**src/rtl/snpu_entropy_pool.sv**
```systemverilog
// snpu_entropy_pool: harvests words from a bank of free-running RNG sources.
// The raw bus is synchronised, sampled, condensed by one of four modes (raw
// select, XOR fold, von Neumann debias, LFSR-whitened fold) and queued in a
// first-word-fall-through FIFO behind a valid/ready port.
module snpu_entropy_pool #(
    parameter int               N_SRC      = 32,
    parameter int               W_SRC      = 16,
    parameter int               FIFO_DEPTH = 4,
    parameter logic [W_SRC-1:0] LFSR_TAPS  = 16'hB400,
    parameter logic [W_SRC-1:0] LFSR_SEED  = 16'hACE1
) (
    input  logic                             clk,
    input  logic                             rst,
    input  logic [N_SRC*W_SRC-1:0]           src_bus,
    input  logic                             freeze,
    input  logic [1:0]                       mode,
    input  logic [$clog2(N_SRC)-1:0]         addr,
    input  logic                             clr_ovf,
    output logic [W_SRC-1:0]                 out_data,
    output logic                             out_valid,
    input  logic                             out_ready,
    output logic [$clog2(FIFO_DEPTH):0]      fifo_level,
    output logic                             overflow
);

    localparam int AW = $clog2(N_SRC);
    localparam int PW = $clog2(FIFO_DEPTH);
    localparam int LW = PW + 1;
    localparam int CW = $clog2(W_SRC);
    localparam int BW = N_SRC * W_SRC;

    typedef enum logic [1:0] {
        MODE_RAW   = 2'd0,
        MODE_FOLD  = 2'd1,
        MODE_VN    = 2'd2,
        MODE_WHITE = 2'd3
    } mode_e;

    // Synchroniser and sample stage
    logic [BW-1:0]    sync1_q, sync1_d;
    logic [BW-1:0]    sync2_q, sync2_d;
    logic [BW-1:0]    s_q, s_d;

    // Conditioning state
    logic [W_SRC-1:0] lfsr_q, lfsr_d;
    logic [W_SRC-1:0] vn_acc_q, vn_acc_d;
    logic [CW-1:0]    vn_cnt_q, vn_cnt_d;
    logic [1:0]       mode_prev_q, mode_prev_d;

    // FIFO state
    logic [W_SRC-1:0] fifo_mem_q [FIFO_DEPTH];
    logic [PW-1:0]    wr_ptr_q, wr_ptr_d;
    logic [PW-1:0]    rd_ptr_q, rd_ptr_d;
    logic [LW-1:0]    level_q, level_d;
    logic             overflow_q, overflow_d;

    // Combinational word path
    mode_e            mode_w;
    logic [W_SRC-1:0] sel_w;
    logic [W_SRC-1:0] fold_w;
    logic [W_SRC-1:0] word_w;
    logic             push_w;
    logic             mode_chg_w;
    logic             full_w;
    logic             empty_w;
    logic             pop_w;
    logic             wr_en_w;
    logic             drop_w;

    assign mode_w     = mode_e'(mode);
    assign mode_chg_w = (mode != mode_prev_q);
    assign full_w     = (level_q == LW'(FIFO_DEPTH));
    assign empty_w    = (level_q == '0);

    // Select the addressed source word and XOR-fold all sources from the sample reg
    always_comb begin
        // NOTE: every variable gets a default before any branch so no latch is inferred.
        sel_w  = '0;
        fold_w = '0;
        for (int i = 0; i < N_SRC; i++) begin
            fold_w = fold_w ^ s_q[i*W_SRC +: W_SRC];
            if (addr == AW'(i)) begin
                sel_w = s_q[i*W_SRC +: W_SRC];
            end
        end
    end

    // Next-state for sampling, conditioning modes and the word candidate
    always_comb begin
        sync1_d     = src_bus;
        sync2_d     = sync1_q;
        s_d         = freeze ? s_q : sync2_q;
        lfsr_d      = lfsr_q;
        vn_acc_d    = vn_acc_q;
        vn_cnt_d    = vn_cnt_q;
        mode_prev_d = mode;
        push_w      = 1'b0;
        word_w      = '0;

        if (!freeze) begin
            if (mode_chg_w) begin
                // A mode switch discards any partial VN word and emits nothing.
                vn_cnt_d = '0;
            end else begin
                unique case (mode_w)
                    MODE_RAW: begin
                        push_w = 1'b1;
                        word_w = sel_w;
                    end
                    MODE_FOLD: begin
                        push_w = 1'b1;
                        word_w = fold_w;
                    end
                    MODE_VN: begin
                        // Unequal pair yields its low bit; equal pairs are biased and dropped.
                        if (sel_w[1] != sel_w[0]) begin
                            vn_acc_d = {vn_acc_q[W_SRC-2:0], sel_w[0]};
                            if (vn_cnt_q == CW'(W_SRC - 1)) begin
                                push_w   = 1'b1;
                                word_w   = vn_acc_d;
                                vn_cnt_d = '0;
                            end else begin
                                vn_cnt_d = vn_cnt_q + 1'b1;
                            end
                        end
                    end
                    MODE_WHITE: begin
                        push_w = 1'b1;
                        word_w = fold_w ^ lfsr_q;
                        lfsr_d = lfsr_q[0] ? ((lfsr_q >> 1) ^ LFSR_TAPS) : (lfsr_q >> 1);
                    end
                    default: begin
                        push_w = 1'b0;
                    end
                endcase
            end
        end
    end

    // FIFO control: pop, push-through at full, drop-and-flag at full without pop
    always_comb begin
        pop_w      = out_ready && !empty_w;
        wr_en_w    = push_w && (!full_w || pop_w) && !rst;
        drop_w     = push_w && full_w && !pop_w;
        wr_ptr_d   = wr_en_w ? wr_ptr_q + 1'b1 : wr_ptr_q;
        rd_ptr_d   = pop_w ? rd_ptr_q + 1'b1 : rd_ptr_q;
        level_d    = level_q + LW'(wr_en_w) - LW'(pop_w);
        overflow_d = drop_w ? 1'b1 : (clr_ovf ? 1'b0 : overflow_q);
    end

    // State registers with synchronous reset
    always_ff @(posedge clk) begin
        // NOTE: sequential state uses non-blocking assignment so all flops update together.
        if (rst) begin
            sync1_q     <= '0;
            sync2_q     <= '0;
            s_q         <= '0;
            lfsr_q      <= LFSR_SEED;
            vn_acc_q    <= '0;
            vn_cnt_q    <= '0;
            mode_prev_q <= '0;
            wr_ptr_q    <= '0;
            rd_ptr_q    <= '0;
            level_q     <= '0;
            overflow_q  <= 1'b0;
        end else begin
            sync1_q     <= sync1_d;
            sync2_q     <= sync2_d;
            s_q         <= s_d;
            lfsr_q      <= lfsr_d;
            vn_acc_q    <= vn_acc_d;
            vn_cnt_q    <= vn_cnt_d;
            mode_prev_q <= mode_prev_d;
            wr_ptr_q    <= wr_ptr_d;
            rd_ptr_q    <= rd_ptr_d;
            level_q     <= level_d;
            overflow_q  <= overflow_d;
        end
    end

    // FIFO storage write
    always_ff @(posedge clk) begin
        // NOTE: the storage array is not reset; the empty flag masks stale entries.
        if (wr_en_w) begin
            fifo_mem_q[wr_ptr_q] <= word_w;
        end
    end

    assign out_valid  = !empty_w;
    assign out_data   = empty_w ? '0 : fifo_mem_q[rd_ptr_q];
    assign fifo_level = level_q;
    assign overflow   = overflow_q;

endmodule

```
**config.mk**
```make
export PLATFORM = sky130hd
export DESIGN_NAME = snpu_entropy_pool
export DESIGN_NICKNAME = d
export VERILOG_FILES = /design/src/rtl/snpu_entropy_pool.sv
export SDC_FILE = /design/constraint.sdc
export NUM_CORES = 2
export LEC_CHECK = 0
export BUFFER_PORTS_ARGS = -buffer_cell sky130_fd_sc_hd__buf_2
export CORE_ASPECT_RATIO = 2
export CORE_MARGIN = 2
export CORE_UTILIZATION = 53
export CTS_CLUSTER_DIAMETER = 200
export DETAILED_ROUTE_END_ITERATION = 10
export PLACE_DENSITY = 0.72
export SLEW_MARGIN = 20
export SYNTH_ARGS = -nofsm -noshare
export SYNTH_HDL_FRONTEND = slang
export SYNTH_SLANG_ARGS = --single-unit
```
**constraint.sdc**
```tcl
create_clock -name clk -period 7.2 [get_ports clk]
set_clock_uncertainty 0.15 [all_clocks]
set_input_delay 2.16 -clock clk [delete_from_list [all_inputs] [get_ports clk]]
set_output_delay 2.16 -clock clk [all_outputs]
set_load 0.01 [all_outputs]
```
### Word-level counts from Yosys, hierarchy flattened

Memory sizes are Yosys's and may differ from the RTL's. A register that Yosys moved wholly into a read port is not among the register bits.
Index checks and enable logic that the tools add are counted.
W data, S select, Z words.

* flip-flop bits (word level): 1581
* RAM bits: 64
* input port bits: 524
* output and inout bits: 21
* logic and storage cells: 164
* memories: 1

* add/subtract/negate cells: 5
* equality and inequality tests: 38
* multiplexer cells: 54
* bitwise gates (word level): 35
* reductions and logical operators: 20

Memories
* fifo_mem_q: words 4, width 16, read ports 1, clocked after Yosys merged registers in 1, write ports 1, line 51 `logic [W_SRC-1:0] fifo_mem_q [FIFO_DEPTH];`

Operators by type and width (count)
* $mux W16: 38
* $xor A16 B16 Y16: 32
* $eq A5 B5 Y1 const B: 16
* $pmux W16 S4: 1
* $eq A5 B4 Y1 const B: 8
* $eq A5 B3 Y1 const B: 4
* $mux W4: 4
* $eq A5 B2 Y1 const B: 2
* $mux W1: 8
* $reduce_and A3 Y1: 2
* $reduce_bool A2 Y1: 3
* $eq A5 B1 Y1 const B: 1
* $logic_and A1 B1 Y1: 5
* $logic_not A5 Y1: 1
* $add A2 B1 Y2 const B: 2
* $add A4 B1 Y4 const B: 1
* $eq A2 B2 Y1 const B: 2
* $eq A4 B4 Y1 const B: 1
* $logic_not A1 Y1: 4
* $mux W2: 2
* $not A3 Y4: 1
* $reduce_and A4 Y1: 1
* $add A3 B1 Y3: 1
* $eq A3 B3 Y1 const B: 1
* other kinds (10): 11

### Depth between registers and ports, before layout

* depth in word-level cells: 42
* mapped depth: 20

### Worst setup path before layout

Ideal clock, no wire load.

* kind: input to register
* start point: input port addr[1]
* end point: register level_q[2] (netlist: fifo_level[2])
* data arrival time: 5475 ps
* setup slack: 1447 ps
* stages on the path: 19
* buffers on the path: 3
* cell sequence: buf_4 -> buf_4 -> or3b_2 -> nor3_1 -> a211o_1 -> a31oi_1 -> o211ai_1 -> a21o_2 -> a31oi_2 -> or3_1 -> buf_2 -> ha_1 -> inv_1 -> ha_1 -> inv_1 -> fa_1 -> xor2_1 -> xnor2_1 -> nor2_1

* cells in the longest elaborated chain, start to end: 42

RTL lines
* start: declaration: line 17 `input logic [$clog2(N_SRC)-1:0] addr,`
* $logic_not A5 Y1: line 82 `if (addr == AW'(i)) begin`
* $mux W16 (31 in series): line 82
* $mux W16 (*): line 82
* $ne A1 B1 Y1 (*): line 116 `if (sel_w[1] != sel_w[0]) begin`
* $mux W1 (*): line 116
* $pmux W1 S2 (*): line 105 `unique case (mode_w)`
* $mux W1 (*): line 101 `if (mode_chg_w) begin`
* $mux W1 (*): line 100 `if (!freeze) begin`
* $logic_and A1 B1 Y1 (*) (2 in series): line 143 `wr_en_w = push_w && (!full_w || pop_w) && !rst;`
* $add A3 B1 Y3 (*): line 147 `level_d = level_q + LW'(wr_en_w) - LW'(pop_w);`
* $sub A3 B1 Y3 (*): line 147
* end signal: assignment: line 176 `level_q <= level_d;`
* end: declaration: line 54 `logic [LW-1:0] level_q, level_d;`

Every way passes the cells marked *; elsewhere a longest branch is shown, timed or not.
A chain may end at the register's enable or synchronous reset.

### Final worst setup path

* start point: input port addr[4]
* end point: register level_q[2] (netlist: fifo_level[2])

Same word-level chain as after synthesis.

==> impl_metrics.env <==
export IMPL_outcome="finished, final reports clean"
export IMPL_synth_top_area_cell="dfxtp_1"
export IMPL_drive_above_1_share=0.155
export IMPL_clockBufferDepth=3
export IMPL_pin_count=545
export IMPL_p_comb_frac=0.108
export IMPL_synth_cell_types=84
export IMPL_grt_ovfl_total=0
export IMPL_coreArea_um2=112000
export IMPL_dr_pass1_iters=6
export IMPL_ctsHoldBuffers=0
export IMPL_r2r_cells=18
export IMPL_endpoint="fifo_level[2]"
export IMPL_cts_root_buf="clkbuf_16"
export IMPL_ys_seq_elements=1647
export IMPL_vias=41300
export IMPL_synth_area_per_cell_um2=10.6
export IMPL_htreeDepth=4
export IMPL_syn_area_um2=60100
export IMPL_grt_use_total=0.361
export IMPL_detailed_place_hpwl_um=164000
export IMPL_ys_flop_type="dfxtp_1"
export IMPL_finalMaxSlewViolations=0
export IMPL_synth_edf_count=64
export IMPL_worstReg2RegStart="s_q[321]"
export IMPL_numClockSinks=1647
export IMPL_hold_viol=0
export IMPL_crit_type="input port to register"
export IMPL_max_cap_violations=0
export IMPL_p_per_area_nw_per_um2=283
export IMPL_fillers=9385
export IMPL_slew_headroom=0.0875
export IMPL_synth_commonest_cells="dfxtp_1 (1583), nor2b_1 (1037), nor2_1 (632)"
export IMPL_pwr_share_seq=0.503
export IMPL_syn_num_nets=6173
export IMPL_p_switching_mw=4.89
export IMPL_grt_pass1_wl_um=295000
export IMPL_worstMarginPinSlew_ps=1360
export IMPL_routed_wirelength_um=212000
export IMPL_die_area_um2=116000
export IMPL_grt_pass1_vias=40800
export IMPL_setup_viol=0
export IMPL_rows=174
export IMPL_die_h_um=480
export IMPL_fin_tns_setup_ps=0
export IMPL_cp_max_fo=30
export IMPL_via_per_inst=5.35
export IMPL_placed_area_um2=64300
export IMPL_cts_resized=0
export IMPL_fmax_ghz=0.161
export IMPL_clk_pin_slew_ps=70
export IMPL_crit_arrival_ps=6670
export IMPL_synth_most_common_cell="dfxtp_1"
export IMPL_synth_seq_area_share=0.559
export IMPL_async_flop_share=0
export IMPL_die_x_um=242
export IMPL_postCtsSetupBuffers=0
export IMPL_synth_top_area_frac=0.528
export IMPL_power_mw=19.5
export IMPL_intPower_mw=14.6
export IMPL_drt_iter0_markers=3197
export IMPL_cts_tree="built"
export IMPL_port_buffers=544
export IMPL_drcViolationCount=0
export IMPL_crit_path_end_kind="register"
export IMPL_switching_share=0.250
export IMPL_period_share=0.860
export IMPL_place_congestion=1.06
export IMPL_antenna_found_initial=22
export IMPL_syn_to_final_growth_pct=14.9
export IMPL_final_nets=6634
export IMPL_syn_inst=5641
export IMPL_power_frac_clock=0.389
export IMPL_startpoint_type="input port"
export IMPL_grt_max_degree=231
export IMPL_yosys_warnings=0
export IMPL_routedWlPerCell_um=27.5
export IMPL_ir_drop_mv=0.245
export IMPL_rsz0062_at_grt="false"
export IMPL_leakagePower_nw=28.4
export IMPL_crit_start="addr[4]"
export IMPL_rr_endpoint="fifo_level[2]"
export IMPL_clock_latency_ps=800
export IMPL_cts_buffers=135
export IMPL_ant_nets=0
export IMPL_initial_core_util=0.535
export IMPL_ys_top_cells_by_area="dfxtp_1 (53%), nor2b_1 (11%), mux2i_1 (9.4%)"
export IMPL_holdCritPathClass="register to register"
export IMPL_design_area_um2=69000
export IMPL_hold_ws_ps=270
export IMPL_cp_required_ps=7680
export IMPL_fin_crit_ps=6190
export IMPL_rrSetupSlack_ps=2610
-- logic make-up (layout without fill, tap and decap cells) --
group / Yosys count / count (layout) / synth area share
xor gates and xnor gates: 507 / 507 / 0.0739
and+or+nand+nor: 1974 / 1974 / 0.175
DFF: 1647 / 1647 / 0.559
AOI/OAI and AO/OA: 529 / 529 / 0.0587
other: 0 / 13 / 0
adders and majority gates: 8 / 8 / 0.00179
muxes: 602 / 602 / 0.106
buffers and inverters: 374 / 941 / 0.0255
-- sequential cells by signal (all words and copies together) (netlist names), named ones only --
signal and count:
wr_ptr_q 2, overflow 1, vn_cnt_q 4, fifo_level 3, rd_ptr_q 2, fifo_mem_q 64, sync2_q 512, vn_acc_q 15
s_q 512, sync1_q 512, lfsr_q 16, mode_prev_q 2
-- per-stage QoR --
stage,utilization,setup slack [ps],cells
6_report,0.614,1010,7717
3_5_place_dp,0.573,228,7461
5_1_grt,0.614,905,7711
4_1_cts,0.614,1050,7704
3_3_place_gp,0.573,178,7461
2_1_floorplan,-,1450,5641
-- metal layers --
metal  vias up  part of all wire  global-route usage
li1      19500                 -                   -
met4         4              0.11               0.325
met3       536             0.047              0.0575
met1     19700              0.34               0.363
met2      1564              0.50               0.642
met5         -           0.00014                   0
-- critical path, cell delays in order --
cell	delay (ps)
buf_2	520
buf_4	260
nand2b_1	240
o32ai_1	200
nor3_1	220
nand4_1	210
a311oi_2	580
buf_4	250
a21o_2	110
a31oi_2	150
or3_1	410
ha_1	290
inv_1	70
ha_1	140
inv_1	50
fa_1	400
xor2_1	200
xnor2_1	140
nor2_1	50
-- cells in the final DEF (no fill, tap or decap), types with 13 or more instances in the layout --
cell       netlist  final
nand2_1        139    139
mux2i_1        563    563
xor2_1          66     65
nand4_1         15     15
and2_1          18     18
diode_2          0     13
edfxtp_1        64     64
xnor2_1        441    438
nor2b_1       1037   1036
a221oi_1        26     26
mux4_2          27     27
inv_1           25     25
o221ai_1        25     25
nand2b_1        13     13
a21oi_1        130    130
a211oi_1        18     18
nor3_1          16     16
o21a_1          18     18
clkbuf_16        0    139
a22oi_1         32     32
a31oi_1         13     13
clkbuf_1       249     31
o21ai_0        120    118
nand3_1         37     37
o22ai_1         34     34
buf_2           37    540
clkbuf_8         0     31
o211ai_1        13     13
clkinv_2         0     15
nor2_1         632    631
buf_4           11    122
dfxtp_1       1583   1582
-- power by group through the flow --
stage	clock network, mW	logic [mW]	registers [mW]
global placement	0	2.05	10.0
global route	8.05	2.22	9.83
detailed placement	0	2.06	10.0
floorplan	0	1.34	9.84
CTS	7.70	2.07	9.81
finish	7.59	2.11	9.81
-- worst min path at each step --
stage / start / cells after the start / end / slack, ps
floorplan: sync1_q[0] / 1 / sync2_q[0] / 260
global placement: sync1_q[170] / 1 / sync2_q[170] / 270
detailed placement: sync1_q[290] / 1 / sync2_q[290] / 270
CTS: sync1_q[358] / 1 / sync2_q[358] / 280
global route: sync1_q[358] / 1 / sync2_q[358] / 290
finish: sync1_q[358] / 1 / sync2_q[358] / 270
-- cell type report --
class / instances / area, µm² / area share
Antenna cell: 13 / 32.5 / 0.000471
Timing Repair Buffer: 672 / 3810 / 0.0552
Tap cell: 1496 / 1870 / 0.0271
Clock inverter: 42 / 599 / 0.00868
Inverter: 26 / 97.6 / 0.00141
Sequential cell: 1647 / 33600 / 0.487
Multi-Input combinational cell: 3620 / 25000 / 0.362
Clock buffer: 201 / 4020 / 0.0583
Power figures use the tool's default switching activity.
